==> src/rtl/mem_stream_writer.sv <==
// mem_stream_writer: packs a byte stream into little-endian 32-bit words and
// writes them to an Avalon-MM word memory starting at base_addr.
// Optional feature macro: MEM_STREAM_WRITER_CHECKSUM_EN adds a 16-bit running
// byte checksum output (cleared on an accepted start, held after done).
module mem_stream_writer #(
  parameter int MEM_DEPTH = 17740,
  parameter int ADDR_W    = 15
) (
  input  logic              clk,
  input  logic              reset_n,
  input  logic              start,
  input  logic              abort,
  input  logic [ADDR_W-1:0] base_addr,
  input  logic [16:0]       byte_count,
  input  logic [7:0]        in_data,
  input  logic              in_valid,
  output logic              in_ready,
  output logic              busy,
  output logic              done,
  output logic              error,
  output logic [ADDR_W-1:0] mem_address,
  output logic [3:0]        mem_byteenable,
  output logic              mem_chipselect,
  output logic              mem_write,
  output logic [31:0]       mem_writedata,
  output logic              mem_clken
`ifdef MEM_STREAM_WRITER_CHECKSUM_EN
  ,
  output logic [15:0]       checksum
`endif
);

  typedef enum logic [1:0] {IDLE, FILL, WRITE, FINISH} state_t;

  state_t            state, state_nx;
  logic [ADDR_W-1:0] ptr;
  logic [16:0]       rem;
  logic [1:0]        lane;
  logic [3:0][7:0]   lbuf;
  logic [3:0][7:0]   word_nx;
  logic [3:0]        be_nx;
  logic [31:0]       end_addr;
  logic              over;
  logic              accept;
  logic              load, wr_load, advance, done_nx, err_nx;

  // Exclusive end of the requested region, widened so no sum can wrap.
  assign end_addr = 32'(base_addr) + ((32'(byte_count) + 32'd3) >> 2);
  assign over     = end_addr > 32'(MEM_DEPTH);

  // Byte handshake; an aborting cycle never counts as progress.
  assign in_ready = (state == FILL);
  assign accept   = in_valid & in_ready & ~abort;

  assign busy           = (state != IDLE);
  assign mem_write      = (state == WRITE) & ~abort;
  assign mem_chipselect = mem_write;
  assign mem_clken      = reset_n;

  // Word being completed this cycle: buffered lanes plus the incoming byte.
  always_comb begin
    word_nx       = lbuf;
    word_nx[lane] = in_data;
    case (lane)
      2'd0:    be_nx = 4'b0001;
      2'd1:    be_nx = 4'b0011;
      2'd2:    be_nx = 4'b0111;
      default: be_nx = 4'b1111;
    endcase
  end

  // State register.
  always_ff @(posedge clk or negedge reset_n) begin
    if (!reset_n) state <= IDLE;
    else          state <= state_nx;
  end

  // Next-state and control strobes.
  always_comb begin
    state_nx = state;
    load     = 1'b0;
    wr_load  = 1'b0;
    advance  = 1'b0;
    done_nx  = 1'b0;
    err_nx   = 1'b0;
    case (state)
      IDLE: begin
        if (start) begin
          if (byte_count == 17'd0) done_nx = 1'b1;
          else if (over)           err_nx  = 1'b1;
          else begin
            load     = 1'b1;
            state_nx = FILL;
          end
        end
      end
      FILL: begin
        if (abort) state_nx = IDLE;
        else if (accept && (lane == 2'd3 || rem == 17'd1)) begin
          wr_load  = 1'b1;
          state_nx = WRITE;
        end
      end
      WRITE: begin
        if (abort) state_nx = IDLE;
        else if (rem != 17'd0) begin
          advance  = 1'b1;
          state_nx = FILL;
        end else state_nx = FINISH;
      end
      FINISH: begin
        state_nx = IDLE;
        done_nx  = ~abort;
      end
      default: state_nx = IDLE;
    endcase
  end

  // Transfer counters, lane buffer and status pulses.
  always_ff @(posedge clk or negedge reset_n) begin
    if (!reset_n) begin
      ptr   <= '0;
      rem   <= '0;
      lane  <= '0;
      lbuf  <= '0;
      done  <= 1'b0;
      error <= 1'b0;
    end else begin
      done  <= done_nx;
      error <= err_nx;
      if (load) begin
        ptr  <= base_addr;
        rem  <= byte_count;
        lane <= '0;
        lbuf <= '0;
      end else if (state != IDLE && state_nx == IDLE) begin
        // Leaving a transfer (finished or aborted): drop any partial word.
        rem  <= '0;
        lane <= '0;
        lbuf <= '0;
      end else begin
        if (accept) begin
          lbuf[lane] <= in_data;
          lane       <= lane + 2'd1;
          rem        <= rem - 17'd1;
        end
        // Pointer only moves when another word follows, so it stays in range.
        if (advance) begin
          ptr  <= ptr + ADDR_W'(1);
          lbuf <= '0;
        end
      end
    end
  end

  // Memory-side word registers: loaded on entry to WRITE, held otherwise.
  always_ff @(posedge clk or negedge reset_n) begin
    if (!reset_n) begin
      mem_address    <= '0;
      mem_writedata  <= '0;
      mem_byteenable <= '0;
    end else if (wr_load) begin
      mem_address    <= ptr;
      mem_writedata  <= word_nx;
      mem_byteenable <= be_nx;
    end
  end

`ifdef MEM_STREAM_WRITER_CHECKSUM_EN
  // Running modulo-2^16 sum of accepted bytes.
  always_ff @(posedge clk or negedge reset_n) begin
    if (!reset_n)    checksum <= '0;
    else if (load)   checksum <= '0;
    else if (accept) checksum <= checksum + {8'h00, in_data};
  end
`endif

endmodule

==> config.mk <==
export PLATFORM = sky130hd
export DESIGN_NAME = mem_stream_writer
export DESIGN_NICKNAME = d
export VERILOG_FILES = /design/src/rtl/mem_stream_writer.sv
export SDC_FILE = /design/constraint.sdc
export NUM_CORES = 1
export LEC_CHECK = 0
export ABC_AREA = 1
export BUFFER_PORTS_ARGS = -buffer_cell sky130_fd_sc_hd__buf_2
export CAP_MARGIN = 10
export CORE_MARGIN = 2
export CORE_UTILIZATION = 50
export CTS_BUF_LIST = sky130_fd_sc_hd__clkbuf_16
export CTS_CLUSTER_DIAMETER = 50
export DETAILED_ROUTE_END_ITERATION = 12
export GPL_ROUTABILITY_DRIVEN = 0
export PLACE_DENSITY = 0.74
export SYNTH_ARGS = -nofsm -noshare
export SYNTH_HDL_FRONTEND = slang
export SYNTH_SLANG_ARGS = --single-unit
==> constraint.sdc <==
create_clock -name clk -period 1.95 [get_ports clk]
set_input_delay 0.39 -clock clk [delete_from_list [all_inputs] [get_ports clk]]
set_output_delay 0.39 -clock clk [all_outputs]
set_load 0.02 [all_outputs]
==> flow_metrics.py <==
metrics = {
    "cts": {
        "clock-root-buffer": "clkbuf_16",
        "cts_buffers": 17,
        "clock-sinks": 121,
        "clkLatencyLatePin_ns": 0.42,
        "ctsLongestPathBuffers": 2,
        "tritoncts": "built",
        "clk_pin_slew_ns": 0.05,
        "holdBufCountCts": 0,
        "h-tree-depth": 4,
    },
    "power": {
        "clkPwrFrac": 0.266,
        "power.share.switching": 0.380,
        "p_switching_mw": 4.79,
        "p_leak_nw": 5.59,
        "combinationalPowerShare": 0.462,
        "internal_power_mw": 7.81,
        "vdd_drop_max_uv": 912,
        "p_seq_frac": 0.272,
        "power_density_nw_per_um2": 1180,
    },
    "timing": {
        "tightest_slew_ns": 0.626,
        "slew_headroom": 0.583,
        "fin_crit_ns": 3.24,
        "skew_ns": 0.00813,
        "fin_ws_ns": -1.29,
        "finalHoldViolCount": 0,
        "period_share": 1.66,
        "rsz0062_at_grt": "true",
        "setup_viol": 69,
        "drv_slew": 0,
        "tns_ns": -86.23,
        "clock.fmax_mhz": 308,
    },
    "logic_synthesis": {
        "synth_edf_count": 0,
        "avgSynthCellArea_um2": 7.13,
        "yosysTopAreaCell": "dfrtp_1",
        "netlist_area_um2": 7580,
        "synth.top_cell.area_share": 0.399,
        "synth_top_cells_by_area": "dfrtp_1, nand2_1, o21ai_0",
        "synthFlopType": "dfrtp_1",
        "synth_nets": 1139,
        "synth_cells": 1063,
        "yosys_warnings": 0,
        "ys_types": 35,
        "synthMostInstantiatedCell": "nand2_1",
        "ys_async_sr_fraction": 1.00,
        "synth_common_cells": "nand2_1, inv_1, dfrtp_1, o21ai_0, nor2_1",
        "ys_ff_latch": 121,
        "synth-seq-area-share": 0.399,
    },
    "route": {
        "dr_wl_met2_um": 11100,
        "met3_length_um": 1230,
        "antenna_left": 0,
        "vias": 7935,
        "first_pass_iters": 7,
        "avgViaCountPerCell": 5.28,
        "drtIter0Drc": 595,
        "drc": 0,
        "drt-total-wl_um": 22300,
        "wl_met1_um": 9460,
        "top_layer_used": "met4",
        "wire_per_inst_um": 14.9,
    },
    "die": {
        "start_util": 0.504,
        "core_um2": 15000,
        "pin_count": 103,
        "die_area_um2": 16200,
        "die_w_um": 127,
        "die_h_um": 127,
        "num_rows": 45,
    },
    "cells_and_area": {
        "drive_gt1_frac": 0.316,
        "final_net_count": 1380,
        "syn2layout_area_growth_pct": 41.4,
        "post-route-util": 0.713,
        "num_antenna_cells": 0,
        "n_fill_cell": 1121,
    },
    "run": {
        "maxCapViolCount": 0,
    },
    "run_status": {
        "outcome": "finished, violations left",
        "violations": "negative setup slack",
    },
    "grt": {
        "grt_pass1_vias": 7363,
        "grt_pass1_wl_um": 35300,
        "grt_max_degree": 122,
        "grtUsageTotal": 0.274,
        "grt_antenna_before_repair": 0,
        "grt_overflow_total": 0,
    },
    "worst_setup_path": {
        "arrival_ns": 3.53,
        "end_kind": "flip-flop",
        "startpoint_type": "input port",
        "required_ns": 2.24,
        "worst_path_max_delay_cell": "ha_1",
        "crit_type": "in -> reg",
        "path_max_fanout": 8,
        "critPathMaxStageDelay_ns": 0.30,
        "crit_top_cell": "inv_2",
        "r2r_cells": 13,
    },
    "worst_hold_path": {
        "min-delay-path-class": "in -> async",
    },
    "place": {
        "dp_hpwl_um": 15000,
        "port_buffers": 102,
    },
}
final timing paths:
kind	start	end	slack (ns)
worst max-delay path	byte_count[4]	rem[2]$_DFFE_PN0P_	-1.29
worst min register to register	ptr[10]$_DFFE_PN0P_	ptr[10]$_DFFE_PN0P_	0.47
worst min-delay path	reset_n	mem_writedata[12]$_DFFE_PN0P_	0.11
min in group clk	abort	done$_DFF_PN0_	0.32
max in group asynchronous	reset_n	mem_writedata[21]$_DFFE_PN0P_	1.39
worst max register to register	ptr[0]$_DFFE_PN0P_	ptr[14]$_DFFE_PN0P_	-0.23
sequential cells by signal, summed over array words and instances (netlist names):
signal	count
ptr	15
mem_writedata	32
state	2
rem	17
done	1
error	1
mem_byteenable	4
lane	2
mem_address	15
lbuf	32
cell type report:
| cell class | instances | area, µm² | area share |
|---|---|---|---|
| well taps | 188 | 235 | 0.0220 |
| inverters | 136 | 515 | 0.0481 |
| clock inverters | 13 | 204 | 0.0190 |
| clock buffers | 17 | 425 | 0.0397 |
| repair buffers | 262 | 1960 | 0.183 |
| flip-flops and latches | 121 | 3030 | 0.283 |
| multi-input cells | 766 | 4350 | 0.406 |
repair_timing:
action | CTS | global route
setup buffers | 13 | 4
pin swaps | 26 | 31
gates cloned | 3 | 2
gates resized for setup | 83 | 71
setup endpoints to repair | 70 | 122
layout by cell type, fill, tap and decap left out, drive strengths merged, types with 7 or more instances in the layout:
cell / count
xor2: 25
a21oi: 12
ha: 30
nand2: 332
xnor2: 10
nand3b: 9
clkbuf: 19
nor2: 89
nand3: 79
dfrtp: 121
inv: 136
nor3: 7
buf: 260
o22ai: 12
o21ai: 113
nand4: 30
kinds of logic after synthesis:
logic type | Yosys count | share of synthesized area
flops | 121 | 0.399
fa+ha+maj | 31 | 0.0522
buf+inv | 176 | 0.0919
simple gates | 557 | 0.317
compound gates | 143 | 0.0987
xor+xnor | 35 | 0.0404
worst max-delay path, delay by kind of cell:
family                   cells  cell delay (ns)
adder cells (fa/ha/maj)      1             0.30
AO/OA/AOI/OAI                2             0.35
XOR/XNOR                     1             0.18
AND/OR/NAND/NOR             17             1.70
buffers and inverters        7             0.58
metrics by stage:
| stage | cells | setup slack [ns] | area, µm² | power (mW) | hold slack, ns |
|---|---|---|---|---|---|
| 2_1_floorplan | 1063 | -1.39 | 7690 | 6.34 | 0.0944 |
| 3_3_place_gp | 1452 | -1.69 | 9330 | 7.88 | 0.447 |
| 3_5_place_dp | 1452 | -1.77 | 9330 | 8.03 | 0.461 |
| 4_1_cts | 1497 | -1.06 | 10400 | 11.9 | 0.131 |
| 5_1_grt | 1503 | -1.53 | 10700 | 13.3 | 0.169 |
| 6_report | 1503 | -1.29 | 10700 | 12.6 | 0.106 |
metal layers:
| metal | up-vias | track usage |
|---|---|---|
| met3 | 46 | 0.0448 |
| met2 | 281 | 0.478 |
| met5 | - | 0 |
| li1 | 3886 | - |
| met4 | 0 | 0.0776 |
| met1 | 3722 | 0.353 |
power groups by stage:
stage	Combinational, mW	Sequential (mW)	Clock (mW)
final	5.83	3.42	3.35
after global routing	6.34	3.48	3.50
after CTS	5.17	3.40	3.38
after detailed placement	4.60	3.43	0
after global placement	4.47	3.41	0
after floorplan	2.79	3.55	0
No activity file was read; power rests on OpenSTA's default activity.
